<file path="config.mk">
export PLATFORM = sky130hd
export DESIGN_NAME = mem_stage_lsu
export DESIGN_NICKNAME = d
export VERILOG_FILES = /design/src/rtl/rv_pkg.sv /design/src/rtl/lsu_align.sv /design/src/rtl/mem_stage_lsu.sv
export SDC_FILE = /design/constraint.sdc
export NUM_CORES = 1
export LEC_CHECK = 0
export ABC_AREA = 1
export CORE_AREA = 2 2 126 128
export DETAILED_ROUTE_END_ITERATION = 10
export DIE_AREA = 0 0 128 130
export PLACE_DENSITY = 0.69
export REMOVE_ABC_BUFFERS = 1
export SYNTH_ARGS = -nofsm -noshare
export SYNTH_HDL_FRONTEND = slang
export SYNTH_SLANG_ARGS = --single-unit
export TNS_END_PERCENT = 1
</file>
<file path="constraint.sdc">
create_clock -name clk -period 15.35 [get_ports clk]
set_clock_uncertainty 0.05 [all_clocks]
set_input_delay 4.605 -clock clk [delete_from_list [all_inputs] [get_ports clk]]
set_output_delay 4.605 -clock clk [all_outputs]
set_load 0.1 [all_outputs]
</file>
<file path="src/rtl/rv_pkg.sv">
// Shared RV32 load/store encodings, result-select codes and LSU state type.
package rv_pkg;

  localparam logic [2:0] F3_LB  = 3'b000;
  localparam logic [2:0] F3_LH  = 3'b001;
  localparam logic [2:0] F3_LW  = 3'b010;
  localparam logic [2:0] F3_LBU = 3'b100;
  localparam logic [2:0] F3_LHU = 3'b101;
  localparam logic [2:0] F3_SB  = 3'b000;
  localparam logic [2:0] F3_SH  = 3'b001;
  localparam logic [2:0] F3_SW  = 3'b010;

  localparam logic [1:0] RES_ALU  = 2'b00;
  localparam logic [1:0] RES_LOAD = 2'b01;
  localparam logic [1:0] RES_PC4  = 2'b10;

  typedef enum logic [1:0] {
    IDLE   = 2'd0,
    REQ    = 2'd1,
    WAIT_R = 2'd2
  } lsu_state_t;

  typedef enum logic [1:0] {
    SZ_B = 2'd0,
    SZ_H = 2'd1,
    SZ_W = 2'd2
  } acc_size_t;

  // Undefined size encodings fall through to word.
  function automatic acc_size_t f3_size(input logic [2:0] f3);
    case (f3[1:0])
      2'b00:   return SZ_B;
      2'b01:   return SZ_H;
      default: return SZ_W;
    endcase
  endfunction

endpackage

</file>
<file path="src/rtl/lsu_align.sv">
// Byte-lane enables, store-data replication and load-data extraction/extension.
module lsu_align
  import rv_pkg::*;
#(
  parameter int DATA_WIDTH = 32
) (
  input  logic [2:0]            funct3,
  input  logic [1:0]            addr_lo,
  input  logic [DATA_WIDTH-1:0] wdata,
  input  logic [DATA_WIDTH-1:0] rdata,
  output logic [3:0]            be,
  output logic [DATA_WIDTH-1:0] wdata_rep,
  output logic [DATA_WIDTH-1:0] rdata_ext
);

  acc_size_t             sz;
  logic [DATA_WIDTH-1:0] shifted;

  always_comb begin
    sz        = f3_size(funct3);
    be        = 4'b1111;
    wdata_rep = wdata;
    rdata_ext = rdata;
    // Shifting by the full byte offset drops any bytes past the word boundary.
    shifted   = rdata >> {addr_lo, 3'b000};
    case (sz)
      SZ_B: begin
        be        = 4'b0001 << addr_lo;
        wdata_rep = {(DATA_WIDTH/8){wdata[7:0]}};
        rdata_ext = funct3[2] ? {{(DATA_WIDTH-8){1'b0}}, shifted[7:0]}
                              : {{(DATA_WIDTH-8){shifted[7]}}, shifted[7:0]};
      end
      SZ_H: begin
        be        = 4'b0011 << {addr_lo[1], 1'b0};
        wdata_rep = {(DATA_WIDTH/16){wdata[15:0]}};
        rdata_ext = funct3[2] ? {{(DATA_WIDTH-16){1'b0}}, shifted[15:0]}
                              : {{(DATA_WIDTH-16){shifted[15]}}, shifted[15:0]};
      end
      default: begin
        be        = 4'b1111;
        wdata_rep = wdata;
        rdata_ext = rdata;
      end
    endcase
  end

endmodule

</file>
<file path="src/rtl/mem_stage_lsu.sv">
// MEM stage load/store unit with bus handshake FSM and MEM/WB register.
// Optional misaligned-access trap enabled by defining MISALIGN_TRAP_EN.
module mem_stage_lsu
  import rv_pkg::*;
#(
  parameter int DATA_WIDTH = 32
) (
  input  logic                  clk,
  input  logic                  rst,
  input  logic                  RegWriteM,
  input  logic [1:0]            ResultSrcM,
  input  logic                  MemWriteM,
  input  logic [2:0]            funct3M,
  input  logic [DATA_WIDTH-1:0] ALUResultM,
  input  logic [DATA_WIDTH-1:0] WriteDataM,
  input  logic [4:0]            RdM,
  input  logic [DATA_WIDTH-1:0] PCPlus4M,
  output logic                  StallM,
  output logic                  BusReq,
  output logic                  BusWe,
  output logic [DATA_WIDTH-1:0] BusAddr,
  output logic [DATA_WIDTH-1:0] BusWData,
  output logic [3:0]            BusBe,
  input  logic                  BusGnt,
  input  logic                  BusRValid,
  input  logic [DATA_WIDTH-1:0] BusRData,
  output logic                  RegWriteW,
  output logic [1:0]            ResultSrcW,
  output logic [4:0]            RdW,
  output logic [DATA_WIDTH-1:0] ALUResultW,
  output logic [DATA_WIDTH-1:0] PCPlus4W,
  output logic [DATA_WIDTH-1:0] ReadDataW,
  output logic                  MisalignM
);

  lsu_state_t            state_q, state_d;
  logic                  regwrite_q, regwrite_d;
  logic [1:0]            resultsrc_q, resultsrc_d;
  logic [4:0]            rd_q, rd_d;
  logic [DATA_WIDTH-1:0] aluresult_q, aluresult_d;
  logic [DATA_WIDTH-1:0] pcplus4_q, pcplus4_d;
  logic [DATA_WIDTH-1:0] readdata_q, readdata_d;

  logic                  is_store, mem_op, misalign, op_pend, complete;
  logic [DATA_WIDTH-1:0] rdata_ext;

  lsu_align #(.DATA_WIDTH(DATA_WIDTH)) u_align (
    .funct3    (funct3M),
    .addr_lo   (ALUResultM[1:0]),
    .wdata     (WriteDataM),
    .rdata     (BusRData),
    .be        (BusBe),
    .wdata_rep (BusWData),
    .rdata_ext (rdata_ext)
  );

  assign is_store = MemWriteM;
  assign mem_op   = MemWriteM | (ResultSrcM == RES_LOAD);

`ifdef MISALIGN_TRAP_EN
  always_comb begin
    misalign = 1'b0;
    if (mem_op) begin
      case (f3_size(funct3M))
        SZ_B:    misalign = 1'b0;
        SZ_H:    misalign = ALUResultM[0];
        default: misalign = (ALUResultM[1:0] != 2'b00);
      endcase
    end
  end
`else
  assign misalign = 1'b0;
`endif

  assign MisalignM = misalign & ~rst;
  assign op_pend   = mem_op & ~misalign;
  assign BusAddr   = {ALUResultM[DATA_WIDTH-1:2], 2'b00};
  assign BusWe     = MemWriteM;
  assign BusReq    = op_pend & (state_q != WAIT_R) & ~rst;

  always_comb begin
    state_d  = state_q;
    complete = 1'b0;
    case (state_q)
      IDLE, REQ: begin
        if (op_pend) begin
          if (BusGnt) begin
            complete = is_store;
            state_d  = is_store ? IDLE : WAIT_R;
          end else begin
            state_d = REQ;
          end
        end else begin
          state_d = IDLE;
        end
      end
      WAIT_R: begin
        if (BusRValid) begin
          complete = 1'b1;
          state_d  = IDLE;
        end
      end
      default: state_d = IDLE;
    endcase
  end

  assign StallM = op_pend & ~complete & ~rst;

  // A stalled or trapped access leaves a bubble in WB; payload fields still follow M.
  always_comb begin
    regwrite_d  = RegWriteM & ~StallM & ~misalign;
    rd_d        = (StallM | misalign) ? 5'd0 : RdM;
    resultsrc_d = ResultSrcM;
    aluresult_d = ALUResultM;
    pcplus4_d   = PCPlus4M;
    readdata_d  = rdata_ext;
  end

  always_ff @(posedge clk or posedge rst) begin
    if (rst) begin
      state_q     <= IDLE;
      regwrite_q  <= 1'b0;
      resultsrc_q <= '0;
      rd_q        <= '0;
      aluresult_q <= '0;
      pcplus4_q   <= '0;
      readdata_q  <= '0;
    end else begin
      state_q     <= state_d;
      regwrite_q  <= regwrite_d;
      resultsrc_q <= resultsrc_d;
      rd_q        <= rd_d;
      aluresult_q <= aluresult_d;
      pcplus4_q   <= pcplus4_d;
      readdata_q  <= readdata_d;
    end
  end

  assign RegWriteW  = regwrite_q;
  assign ResultSrcW = resultsrc_q;
  assign RdW        = rd_q;
  assign ALUResultW = aluresult_q;
  assign PCPlus4W   = pcplus4_q;
  assign ReadDataW  = readdata_q;

endmodule
</file>
==> metrics.txt <==
clock latency on the worst-skew pair=350 ps; XOR/XNOR share of the synthesized area=0; total overflow reported by the global router=0; WP data required=10700 ps; vias in the first global route=3946; Worst Hold Margin=408 ps; Cell Rows=46; crit share post-route=0.776; biggest cell delay along the critical path=1170 ps; share of synthesized area occupied by flip-flops and latches=0.610; number of CTS-inserted buffers=9; fraction of layout instances using a drive strength above 1=0.0604; GPL Wtd Cong=0.844; largest net degree at the start of global routing=65; Clk pwr share=0.274; sinks on the clock net=106; worst slew slack as a fraction of its limit=0.319; number of library cell types mapped by synthesis=26; area taken by flip-flops and latches=0.00265 mm²; H-tree level count=3; maxcap violations=0; count of boundary I/O pins=320; commonest non-fill, non-tap cell in the layout=clkdlybuf4s50_1; critical path launch point=ALUResultM[1]; worst hold path startpoint=state_q[1]; total core area=0.0154 mm²; summed negative setup slack over all endpoints=0 ps; Post-Syn Area per Cell=9.97 µm²; register share of total power=0.329; leakage power figure=3.49 nW; internal power of the cells=0.534 mW; simple logic cell fraction of the synthesized area=0.260; total wire length=14.5 mm; flops & latches, synth=106; count of TritonRoute iterations in the first routing pass=5; fraction of power spent switching nets=0.417; ordered list of cells on the worst path=clkdlybuf4s50_1 > o21ai_1 > o21bai_1 > clkdlybuf4s50_1; Worst Tran Pin Value=1020 ps; DR DRC count=0; Power per Cell Area=120 mW/mm²; achievable frequency=0.0839 GHz; total power=0.917 mW; root buf cell=clkbuf_16; final antenna diode count=0; GRT Total Usage=0.167; pre-CTS WS=3400 ps; fill count=1374; initial antenna violation count=0; area of the multi-input gates=0.00118 mm²; crit path kind=in2out; unrepaired setup endpoints after global routing=false; fraction of synthesized area in multiplexers=0; gate count after technology mapping=436; relative area change from synthesis to final layout=75.6%; commonest cells after routing, fill and taps aside=clkdlybuf4s50_1 (315), nand2_1 (170), dfrtp_1 (106), nand3_1 (46), nand3_2 (13); most prevalent standard cell on the critical path=clkdlybuf4s50_1; Post-Synth Adder-Cell Area=0; Finish-stage setup viols=0; final worst-path setup slack=3440 ps; slowest library cell on the worst path=clkdlybuf4s50_1; fraction of the mapped netlist area in compound gates=0.00835; average vias per placed instance=4.43; Die X-Extent=128 µm; clock-pin slew of the registers on the worst-case setup and hold paths=70 ps; critical path fanouts, max=10; Synth Cell Area=0.00435 mm²; starting density of the core=0.282; FF-to-FF setup slack=14030 ps; switching component of the power=0.383 mW; number of nets in the final layout=852; die area=0.0166 mm²; drt wl/cell=16.0 µm; Combinational Power Share=0.397; Final min period=11910 ps; Clock Path Buffers=2; Peak VDD IR=49.0 µV; post-CTS setup-driven buffer insertion count=0; Final Hold Viols=0; CTS resizes=0; number of warnings issued by yosys=0; Pins Over Slew Limit=0; worst reg2reg startpoint=state_q[1]; Final ANT Viol Nets=0; initial detailed-routing violation count=181; CP endpoint kind=primary output; CTS tree=built; quantity of hold-fixing buffers added after cts=0; wire length of the first global-routing pass=21.0 mm; Vert. Die Dim=130 µm; via count of the routed design=4004; startpoint type of the worst setup path=input port; combinational family with the most area after synthesis=simple AND/OR/NAND/NOR gates; outcome=complete, no violations; Min-Delay Path Class=reg2reg; worst endpoint data arrival time=7260 ps; count of port buffers added during placement=316; final cell utilization of the core=0.495; sum of net half-perimeters after detailed placement=11.3 mm
-- critical path, delay by kind of cell --
kind	cells	cell delay, ps
buffers and inverters	2	1860
AOI/OAI and AO/OA	2	780
-- through the flow --
stage / cells / area [µm²]
CTS: 904 / 7630
finish: 904 / 7630
global route: 904 / 7630
global placement: 889 / 7310
detailed placement: 889 / 7310
floorplan: 380 / 3900
-- layer usage --
layer,up-vias,global-route usage,routed length [µm]
li1,1862,-,-
met1,1864,0.173,5070
met2,247,0.306,7550
met3,31,0.0439,1330
met4,0,0.0995,531
met5,-,0,0
-- cells by family after synthesis --
family / after synthesis
compound gates: 6
simple gates: 248
other cells: 1
buf+inv: 75
flops: 106
-- area by class of cell --
type | instances | share of cell area
timing repair buffer | 317 | 0.415
multi-input combinational | 257 | 0.154
clock inverter | 5 | 0.0115
inverter | 17 | 0.00967
clock buffer | 10 | 0.0313
sequential | 106 | 0.347
tap | 192 | 0.0315
-- power groups by stage --
| stage | clock, mW | combinational (mW) | sequential, mW |
|---|---|---|---|
| 4_1_cts | 0.258 | 0.366 | 0.302 |
| 6_report | 0.251 | 0.364 | 0.302 |
| 2_1_floorplan | 0 | 0.0797 | 0.437 |
| 3_3_place_gp | 0 | 0.363 | 0.307 |
| 5_1_grt | 0.270 | 0.375 | 0.303 |
| 3_5_place_dp | 0 | 0.365 | 0.307 |
-- path summary, 6_finish.rpt --
| kind | endpoint | cells past startpoint |
|---|---|---|
| worst min-delay path | state_q[0] | 1 |
| worst min register to register | state_q[0] | 1 |
| max in group asynchronous | PCPlus4W[14] | 3 |
| worst max-delay path | BusBe[0] | 4 |
| worst max register to register | RdW[2] | 6 |
| min in group asynchronous | RdW[2] | 2 |
-- cells in the mapped netlist, drive strengths merged --
cell type	number	share of area
a21oi	1	0.0011
buf	53	0.10
clkbuf	5	0.0043
conb	1	0.00086
dfrtp	106	0.61
inv	17	0.016
nand2	173	0.15
nand3	60	0.087
nor2	14	0.019
nor3b	1	0.0017
o21ai	3	0.0035
o21bai	1	0.0017
o32ai	1	0.0020
-- state kept, by name, indices dropped and copies added, names as in the netlist --
| name | flops |
|---|---|
| ResultSrcW | 2 |
| PCPlus4W | 32 |
| ALUResultW | 32 |
| state_q | 2 |
| RegWriteW | 1 |
| ReadDataW | 32 |
| RdW | 5 |
(Power assumes the default switching activity.)
